--- src/rtl/r_egress_arb.sv ---
// Packet-granular round-robin scheduler draining four output FIFOs onto one 8-bit egress link,
// with a stall watchdog that aborts a hung packet and soft-resets its FIFO.
module r_egress_arb #(
  parameter int unsigned NPORT   = 4,
  parameter int unsigned DW      = 8,
  parameter int unsigned TIMEOUT = 30
) (
  input  logic                clk,
  input  logic                reset,
  input  logic [NPORT-1:0]    fifo_empty,
  input  logic [NPORT*DW-1:0] fifo_dout,
  output logic [NPORT-1:0]    read_enb,
  output logic [NPORT-1:0]    grant,
  output logic                eg_valid,
  output logic [DW-1:0]       eg_data,
  output logic                eg_last,
  input  logic                eg_ready,
  output logic [NPORT-1:0]    soft_reset,
  output logic                busy
);

  typedef enum logic [2:0] {StIdle, StLoad, StSend, StWait, StAbort} state_e;

  state_e        state_q, state_d;
  logic [1:0]    ptr_q, ptr_d;
  logic [1:0]    gnt_q, gnt_d;
  // Seven bits so that L+1 = 64 fits for a maximum-length packet.
  logic [6:0]    rem_q, rem_d;
  logic [7:0]    stall_q, stall_d;
  logic          hdr_q, hdr_d;
  logic [DW-1:0] data_q, data_d;

  logic          pick_vld;
  logic [1:0]    pick;
  logic [1:0]    idx;
  logic [DW-1:0] sel_byte;
  logic          stall_expired;

  // Rotating search starting just after the last-served port; no new grant while in reset.
  always_comb begin
    pick_vld = 1'b0;
    pick     = ptr_q;
    idx      = ptr_q;
    for (int k = 1; k <= 4; k++) begin
      idx = ptr_q + k[1:0];
      if (!pick_vld && !fifo_empty[idx] && !reset) begin
        pick_vld = 1'b1;
        pick     = idx;
      end
    end
  end

  always_comb begin
    sel_byte = '0;
    for (int i = 0; i < NPORT; i++) begin
      if (gnt_q == i[1:0]) sel_byte = fifo_dout[i*DW +: DW];
    end
  end

  assign stall_expired = (stall_q == 8'(TIMEOUT - 1));

  always_comb begin
    state_d    = state_q;
    ptr_d      = ptr_q;
    gnt_d      = gnt_q;
    rem_d      = rem_q;
    stall_d    = stall_q;
    hdr_d      = hdr_q;
    data_d     = data_q;
    read_enb   = '0;
    grant      = '0;
    eg_valid   = 1'b0;
    eg_last    = 1'b0;
    soft_reset = '0;

    unique case (state_q)
      StIdle: begin
        if (pick_vld) begin
          gnt_d          = pick;
          grant[pick]    = 1'b1;
          read_enb[pick] = 1'b1;
          hdr_d          = 1'b1;
          state_d        = StLoad;
        end
      end
      StLoad: begin
        grant[gnt_q] = 1'b1;
        data_d       = sel_byte;
        if (hdr_q) begin
          rem_d = {1'b0, sel_byte[7:2]} + 7'd1;
          hdr_d = 1'b0;
        end
        state_d = StSend;
      end
      StSend: begin
        grant[gnt_q] = 1'b1;
        eg_valid     = 1'b1;
        eg_last      = (rem_q == 7'd0);
        if (eg_ready) begin
          if (rem_q == 7'd0) begin
            ptr_d   = gnt_q;
            state_d = StIdle;
          end else if (!fifo_empty[gnt_q]) begin
            read_enb[gnt_q] = 1'b1;
            rem_d           = rem_q - 7'd1;
            state_d         = StLoad;
          end else begin
            rem_d   = rem_q - 7'd1;
            state_d = StWait;
          end
        end else if (stall_expired) begin
          state_d = StAbort;
        end else begin
          stall_d = stall_q + 8'd1;
        end
      end
      StWait: begin
        grant[gnt_q] = 1'b1;
        if (!fifo_empty[gnt_q]) begin
          read_enb[gnt_q] = 1'b1;
          state_d         = StLoad;
        end else if (stall_expired) begin
          state_d = StAbort;
        end else begin
          stall_d = stall_q + 8'd1;
        end
      end
      StAbort: begin
        grant[gnt_q]      = 1'b1;
        soft_reset[gnt_q] = 1'b1;
        ptr_d             = gnt_q;
        state_d           = StIdle;
      end
      default: state_d = StIdle;
    endcase

    // Every transfer also changes state, so this clears the watchdog in both cases.
    if (state_d != state_q) stall_d = '0;
  end

  always_ff @(posedge clk) begin
    if (reset) begin
      state_q <= StIdle;
      ptr_q   <= 2'd3;
      gnt_q   <= 2'd0;
      rem_q   <= '0;
      stall_q <= '0;
      hdr_q   <= 1'b0;
      data_q  <= '0;
    end else begin
      state_q <= state_d;
      ptr_q   <= ptr_d;
      gnt_q   <= gnt_d;
      rem_q   <= rem_d;
      stall_q <= stall_d;
      hdr_q   <= hdr_d;
      data_q  <= data_d;
    end
  end

  assign eg_data = data_q;
  assign busy    = (state_q != StIdle);

endmodule
--- config.mk ---
export PLATFORM = sky130hd
export DESIGN_NAME = r_egress_arb
export DESIGN_NICKNAME = d
export VERILOG_FILES = /design/src/rtl/r_egress_arb.sv
export SDC_FILE = /design/constraint.sdc
export NUM_CORES = 1
export LEC_CHECK = 0
export BUFFER_PORTS_ARGS = -buffer_cell sky130_fd_sc_hd__buf_2
export CELL_PAD_IN_SITES_DETAIL_PLACEMENT = 0
export CELL_PAD_IN_SITES_GLOBAL_PLACEMENT = 2
export CORE_UTILIZATION = 33
export CTS_CLUSTER_DIAMETER = 100
export DETAILED_ROUTE_END_ITERATION = 6
export PLACE_DENSITY_LB_ADDON = 0.1
export SYNTH_ARGS = -nofsm -noshare
export SYNTH_HDL_FRONTEND = slang
export SYNTH_SLANG_ARGS = --single-unit
--- constraint.sdc ---
create_clock -name clk -period 2.9 [get_ports clk]
set_clock_uncertainty 0.05 [all_clocks]
set_input_delay 0.145 -clock clk [delete_from_list [all_inputs] [get_ports clk]]
set_output_delay 0.145 -clock clk [all_outputs]
set_load 0.05 [all_outputs]
=== Word-level counts from Yosys, hierarchy flattened ===
Cells that the tools add are included.

* Bits in registers: 31
* Output and inout port bits: 23
* Logic and storage cells: 124

* $add $sub $neg: 6
* $lt $le $gt $ge: 8
* Equality and inequality tests: 16
* Mux-type cells: 55
* Reduce and logical (&&, ||, !) cells: 32

{| class="wikitable"
|+ Operators by type and width
! kind !! count
|-
| 8-bit 2-to-1 mux || 7
|-
| 7-bit 2-to-1 mux || 3
|-
| 4-bit 2-to-1 mux || 5
|-
| 2-bit by 3-bit < comparator with 1-bit output (second input constant) || 6
|-
| 2-bit 2-to-1 mux || 8
|-
| 8-bit one-hot mux with 2 select lines || 1
|-
| 1-bit 2-to-1 mux || 14
|-
| 2-bit != test (second input constant) || 7
|-
| 7-bit one-hot mux with 2 select lines || 1
|-
| 3-bit 2-to-1 mux || 4
|-
| 3-bit one-hot mux with 4 select lines || 1
|-
| 4-bit one-hot mux with 3 select lines || 1
|-
| 1-bit binary-select mux with 2-bit select || 5
|-
| 1-bit logical AND || 9
|-
| 8-bit by 1-bit adder with 8-bit output (second input constant) || 1
|-
| 8-bit by 5-bit == test with 1-bit output (second input constant) || 1
|-
| 1-bit logical NOT || 8
|-
| 4-bit one-hot mux with 2 select lines || 1
|-
| 2-bit nonzero test || 4
|-
| 6-bit by 1-bit adder with 7-bit output (second input constant) || 1
|-
| 7-bit logical NOT || 1
|-
| 7-bit by 1-bit subtractor with 7-bit output (second input constant) || 1
|-
| 3-bit by 2-bit == test with 1-bit output (second input constant) || 2
|-
| 3-bit AND reduction || 2
|-
| 18 further kinds || 23
|}

=== Depth between registers and ports, before layout ===
* Word-level depth: 24
* Depth in mapped cells: 8
* Gate-level depth less buffers: 7

=== Worst setup path after synthesis ===
Ideal clock, no wire load.

* Path kind: reg2out
* Start: register state_q[2]
* End: output port grant[3]
* Arrival time: 2.347 ns
* Required time: 2.705 ns
* Setup slack: 0.358 ns
* Cell stages (with the launch flop): 5
* Path through: dfxtp_1 -> clkbuf_1 -> or3_1 -> nand2_1 -> o21ai_0

* Cells in the longest elaborated chain, start to end: 3
* Elaborated cells between the ends (all ways): 7
* Classes of those cells: 4 x eq/ne; 1 x mux; 2 x reduce/logical

{| class="wikitable"
|+ RTL lines
! item !! RTL line !! text
|-
| from (decl) || 24 || <nowiki>state_e state_q, state_d;</nowiki>
|-
| from (signal assigned) || 143 || <nowiki>state_q <= StIdle;</nowiki>
|-
| from (signal assigned) || 151 || <nowiki>state_q <= state_d;</nowiki>
|-
| 3-bit by 2-bit == test with 1-bit output (tied with other cells) || 76 || <nowiki>unique case (state_q)</nowiki>
|-
| 4-bit OR reduction (no source line) || - ||
|-
| 4-bit one-hot mux with 2 select lines (*) || 76 ||
|-
| to (decl) || 13 || <nowiki>output logic [NPORT-1:0] grant,</nowiki>
|}

Mark *: on every way between the ends. The rest lies on a longest branch, timed or not.

=== Worst setup path in the final report ===
* Start: register rem_q[0]
* End: output port read_enb[0]

* Cells in the longest elaborated chain, start to end: 4

{| class="wikitable"
|+ RTL lines
! item !! RTL line !! text
|-
| from (decl) || 28 || <nowiki>logic [6:0] rem_q, rem_d;</nowiki>
|-
| from (signal assigned) || 154 || <nowiki>rem_q <= rem_d;</nowiki>
|-
| 7-bit logical NOT || 100 || <nowiki>if (rem_q == 7'd0) begin</nowiki>
|-
| 4-bit 2-to-1 mux || 100 ||
|-
| 4-bit 2-to-1 mux || 99 || <nowiki>if (eg_ready) begin</nowiki>
|-
| 4-bit one-hot mux with 3 select lines || 76 ||
|-
| to (decl) || 12 || <nowiki>output logic [NPORT-1:0] read_enb,</nowiki>
|}

Every way passes these cells.

==> impl_results.html <==
<table>
<tr><th>Metric</th><th>Value</th></tr>
<tr><th colspan="2">Synth</th></tr>
<tr><td>Share of synthesized cell area in full adder, half adder and majority cells</td><td>2.60%</td></tr>
<tr><td>Number of library cell types mapped by synthesis</td><td>61</td></tr>
<tr><td>Largest family of logic cells by synthesized area</td><td>simple AND/OR/NAND/NOR gates</td></tr>
<tr><td>Number of nets produced by synthesis</td><td>343</td></tr>
<tr><td>Number of instances in the synthesized netlist</td><td>299</td></tr>
<tr><td>Post-synthesis xor/xnor area fraction</td><td>4.00%</td></tr>
<tr><td>Multiplexer share of the synthesized area</td><td>11.7%</td></tr>
<tr><td>Yosys warning total</td><td>0</td></tr>
<tr><td>Cell area after synthesis</td><td>0.00241 mm^2</td></tr>
<tr><td>Average size of a mapped cell</td><td>8.06 um^2</td></tr>
<tr><td>FFs w/ async S/R, synth</td><td>0%</td></tr>
<tr><td>Synth Flop Type</td><td>sky130_fd_sc_hd__dfxtp_1</td></tr>
<tr><td>Post-synthesis compound-gate area fraction</td><td>22.5%</td></tr>
<tr><td>Synthesized-area fraction occupied by and/or/nand/nor cells</td><td>27.9%</td></tr>
<tr><td>Flops &amp; latches, synth</td><td>31</td></tr>
<tr><td>Sequential share of the synthesized area</td><td>25.8%</td></tr>
<tr><td>Count of flip-flops with a built-in enable after synthesis</td><td>0</td></tr>
<tr><th colspan="2">Worst setup path</th></tr>
<tr><td>Worst Setup Path Type</td><td>reg2out</td></tr>
<tr><td>Data arrival time of the critical path</td><td>2.55 ns</td></tr>
<tr><td>Crit-path slowest cell</td><td>sky130_fd_sc_hd__or4_1</td></tr>
<tr><td>Crit start category</td><td>register</td></tr>
<tr><td>Number of buffers and inverters on the critical path</td><td>3</td></tr>
<tr><td>Kind of cell adding the most delay to the critical path</td><td>simple AND/OR/NAND/NOR gates</td></tr>
<tr><td>Required time reported for the critical path endpoint</td><td>2.71 ns</td></tr>
<tr><td>CP max stage delay</td><td>0.44 ns</td></tr>
<tr><td>Critical Path Fanout Max</td><td>5</td></tr>
<tr><td>Register-to-register setup slack</td><td>0.63 ns</td></tr>
<tr><td>Critical Path, Cell by Cell</td><td>inv_1 &gt; ha_1 &gt; nor3b_1 &gt; buf_4 &gt; a21oi_1 &gt; nor2_1 &gt; or4_1 &gt; o311ai_2 &gt; buf_2</td></tr>
<tr><td>End of the worst register-to-register path</td><td>rem_q[6]</td></tr>
<tr><td>Number of cell instances on the worst register-to-register path</td><td>5</td></tr>
<tr><td>Startpoint of the most critical register-to-register path</td><td>state_q[0]</td></tr>
<tr><td>Category of the worst setup path capture point</td><td>output port</td></tr>
<tr><th colspan="2">Die</th></tr>
<tr><td>Area of the placeable core</td><td>0.00691 mm^2</td></tr>
<tr><td>Total die area</td><td>0.00765 mm^2</td></tr>
<tr><td>Number of rows in the core area</td><td>30</td></tr>
<tr><td>I/O pin count</td><td>62</td></tr>
<tr><td>Die Y-Extent</td><td>87.5 um</td></tr>
<tr><td>Effective utilization at floorplan</td><td>34.9%</td></tr>
<tr><td>Die outline width</td><td>87.5 um</td></tr>
<tr><th colspan="2">STA</th></tr>
<tr><td>Slew @ Worst Pin</td><td>0.712 ns</td></tr>
<tr><td>RSZ-0062 raised after global routing</td><td>no</td></tr>
<tr><td>Max-slew violations</td><td>0</td></tr>
<tr><td>Highest clock rate</td><td>0.364 GHz</td></tr>
<tr><td>Final worst path period share</td><td>94.8%</td></tr>
<tr><td>Final count of hold timing violations</td><td>0</td></tr>
<tr><td>Sum Neg Setup Slack</td><td>0 ns</td></tr>
<tr><td>Count of final setup violators</td><td>0</td></tr>
<tr><td>Shortest period the worst path allows</td><td>2.75 ns</td></tr>
<tr><td>Worst slew margin relative to its limit</td><td>51.9%</td></tr>
<tr><th colspan="2">Finish</th></tr>
<tr><td>Count of inserted antenna diode cells</td><td>0</td></tr>
<tr><td>Area used by sequential logic in the layout</td><td>621 um^2</td></tr>
<tr><td>Layout-stage area growth over the synthesis result</td><td>20.6%</td></tr>
<tr><td>Fraction of layout instances using a drive strength above 1</td><td>27.7%</td></tr>
<tr><td>Number of fill cells in the layout</td><td>759</td></tr>
<tr><td>Share of the core filled with cells in the final layout</td><td>42.1%</td></tr>
<tr><td>Area of the multi-input gates</td><td>0.00166 mm^2</td></tr>
<tr><td>Fin nets</td><td>397</td></tr>
<tr><th colspan="2">Placed design</th></tr>
<tr><td>Count of port buffers added during placement</td><td>61</td></tr>
<tr><td>Detailed placement HPWL</td><td>4.96 mm</td></tr>
<tr><td>Weighted congestion at the end of routability-driven global placement</td><td>0.743</td></tr>
<tr><th colspan="2">Global routing</th></tr>
<tr><td>Wire length of the first global-routing pass</td><td>11.0 mm</td></tr>
<tr><td>Number of global-route vias before repair</td><td>2,313</td></tr>
<tr><td>Pin count of the biggest net entering global routing</td><td>27</td></tr>
<tr><td>Overflow after GRT</td><td>0</td></tr>
<tr><td>Initial antenna violation count</td><td>0</td></tr>
<tr><td>GRT Resource Usage Total</td><td>18.7%</td></tr>
<tr><th colspan="2">Clock network</th></tr>
<tr><td>Clock-pin slew on the worst setup and hold paths</td><td>0.07 ns</td></tr>
<tr><td>Post-CTS setup buffer count</td><td>0</td></tr>
<tr><td>Number of gates given a new drive strength after cts</td><td>0</td></tr>
<tr><td>Clock tree from TritonCTS</td><td>built</td></tr>
<tr><td>Clk buf depth</td><td>2</td></tr>
<tr><td>Clock tree root buffer cell</td><td>sky130_fd_sc_hd__clkbuf_8</td></tr>
<tr><td>Clk sinks</td><td>31</td></tr>
<tr><td>Clock insertion delay at the later pin of the skew report</td><td>0.28 ns</td></tr>
<tr><td>Post-CTS Hold Buffers</td><td>0</td></tr>
<tr><td>Clock buffers created by TritonCTS</td><td>5</td></tr>
<tr><td>Maximum level of the CTS H-tree</td><td>2</td></tr>
<tr><th colspan="2">Worst hold path</th></tr>
<tr><td>Hold WC Path Type</td><td>in2reg</td></tr>
<tr><td>Worst hold start</td><td>fifo_dout[16]</td></tr>
<tr><td>Number of cells on the worst hold path</td><td>4</td></tr>
<tr><td>Hold Crit Endpoint</td><td>eg_data[0]</td></tr>
<tr><th colspan="2">Drt</th></tr>
<tr><td>First-pass DRT Iterations</td><td>5</td></tr>
<tr><td>Via density</td><td>5.36</td></tr>
<tr><td>Final routed wire length divided by cell count</td><td>15.0 um</td></tr>
<tr><td>Routed wire length</td><td>6.75 mm</td></tr>
<tr><td>Violation count after the first detailed-routing iteration</td><td>73</td></tr>
<tr><td>Number of routed nets with antenna violations</td><td>0</td></tr>
<tr><td>Vias</td><td>2,411</td></tr>
<tr><td>DRC viols</td><td>0</td></tr>
<tr><th colspan="2">Power</th></tr>
<tr><td>Power per standard cell area</td><td>485 mW/mm^2</td></tr>
<tr><td>Leak Pwr</td><td>0.00119 uW</td></tr>
<tr><td>Maximum resistive drop on vdd</td><td>226 uV</td></tr>
<tr><th colspan="2">Job</th></tr>
<tr><td>Max-capacitance violation count</td><td>0</td></tr>
<tr><th colspan="2">Run status</th></tr>
<tr><td>Status</td><td>finished, final reports clean</td></tr>
</table>
[metal layers]
layer | vias up | wire length [um] | global-route usage (%)
li1 | 1207 | - | -
met4 | 0 | 89 | 4.77
met2 | 62 | 3150 | 32.0
met5 | - | 0 | 0
met1 | 1135 | 3250 | 24.1
met3 | 7 | 252 | 3.32
[power breakdown]
group | total [uW] | internal (uW) | switching (uW)
Clock | 452 | 278 | 174
Combinational | 474 | 183 | 291
Sequential | 483 | 450 | 33.5
[registers in the layout (all words and copies together) (netlist names)]
| register | count |
|---|---|
| eg_data | 8 |
| stall_q | 8 |
| rem_q | 7 |
| state_q | 3 |
| gnt_q | 2 |
| ptr_q | 2 |
| hdr_q | 1 |
[kinds of logic after synthesis]
family	Yosys count
DFF	31
xor gates and xnor gates	11
muxes	16
adders and majority gates	5
AOI/OAI and AO/OA	78
buffers and inverters	28
and+or+nand+nor	130
[synthesized netlist by cell type, drive strengths merged (3+ instances only)]
library cell | instances | area, um^2
a211oi | 4 | 35.0
a21o | 3 | 22.5
a21oi | 26 | 130
a22oi | 3 | 22.5
and2 | 3 | 18.8
and3 | 6 | 37.5
buf | 9 | 62.6
clkbuf | 14 | 52.6
dfxtp | 31 | 621
ha | 5 | 62.6
inv | 4 | 15.0
mux2i | 6 | 60.1
mux4 | 9 | 206
nand2 | 33 | 124
nand2b | 4 | 25.0
nand3 | 12 | 60.1
nand4 | 5 | 31.3
nor2 | 33 | 124
nor3 | 9 | 45.0
o21a | 3 | 22.5
o21ai | 17 | 85.1
or3 | 4 | 25.0
or4 | 3 | 22.5
xnor2 | 4 | 35.0
xor2 | 7 | 61.3
[worst max-delay path by stage]
stage	depth (start not counted)	end	slack, ns	start
2_1_floorplan	4	grant[3]	0.36	state_q[2]
3_5_place_dp	9	read_enb[0]	0.47	rem_q[0]
5_1_grt	9	read_enb[0]	0.02	rem_q[0]
3_3_place_gp	9	read_enb[0]	0.54	rem_q[0]
6_report	9	read_enb[0]	0.15	rem_q[0]
4_1_cts	9	read_enb[0]	0.15	rem_q[0]
[stage by stage]
step	hold slack, ns	setup slack (ns)	cell area (um^2)	total power, uW	cells
6_report	0.282	0.152	2910	1410	450
3_5_place_dp	0.394	0.472	2790	968	442
4_1_cts	0.289	0.149	2910	1430	450
2_1_floorplan	0.407	0.358	2410	846	299
5_1_grt	0.298	0.0166	2910	1490	450
3_3_place_gp	0.390	0.538	2790	970	442
[worst register-to-register path, stage by stage, from the launching register on]
cell and delay [ns]:
sky130_fd_sc_hd__dfxtp_1 0.57, sky130_fd_sc_hd__or3b_1 0.36, sky130_fd_sc_hd__inv_2 0.14, sky130_fd_sc_hd__a32o_1 0.38, sky130_fd_sc_hd__or4_1 0.53, sky130_fd_sc_hd__a31oi_1 0.16
[layout make-up]
type | instances | share of cell area [%]
clock inverters | 2 | 1.21
repair buffers | 70 | 12.8
clock buffers | 6 | 2.84
flip-flops and latches | 31 | 21.4
well taps | 96 | 4.13
inverters | 5 | 0.646
multi-input cells | 240 | 57.0
[cells in the final DEF (no fill, tap or decap), drive strengths merged, types with 3 or more instances in the layout]
master / netlist / final
a211oi: 4 / 4
nand3: 12 / 12
nand2b: 4 / 4
nand4: 5 / 5
nand2: 33 / 33
nor2: 33 / 33
clkbuf: 14 / 6
a21oi: 26 / 26
nor3: 9 / 9
a22oi: 3 / 3
xor2: 7 / 7
o21ai: 17 / 17
mux4: 9 / 9
a21o: 3 / 3
xnor2: 4 / 4
mux2i: 6 / 6
buf: 9 / 70
dfxtp: 31 / 31
or3: 4 / 4
and2: 3 / 3
and3: 6 / 6
inv: 4 / 4
o21a: 3 / 3
ha: 5 / 5
or4: 3 / 3
Note: power is estimated with default switching activity, not from simulation.
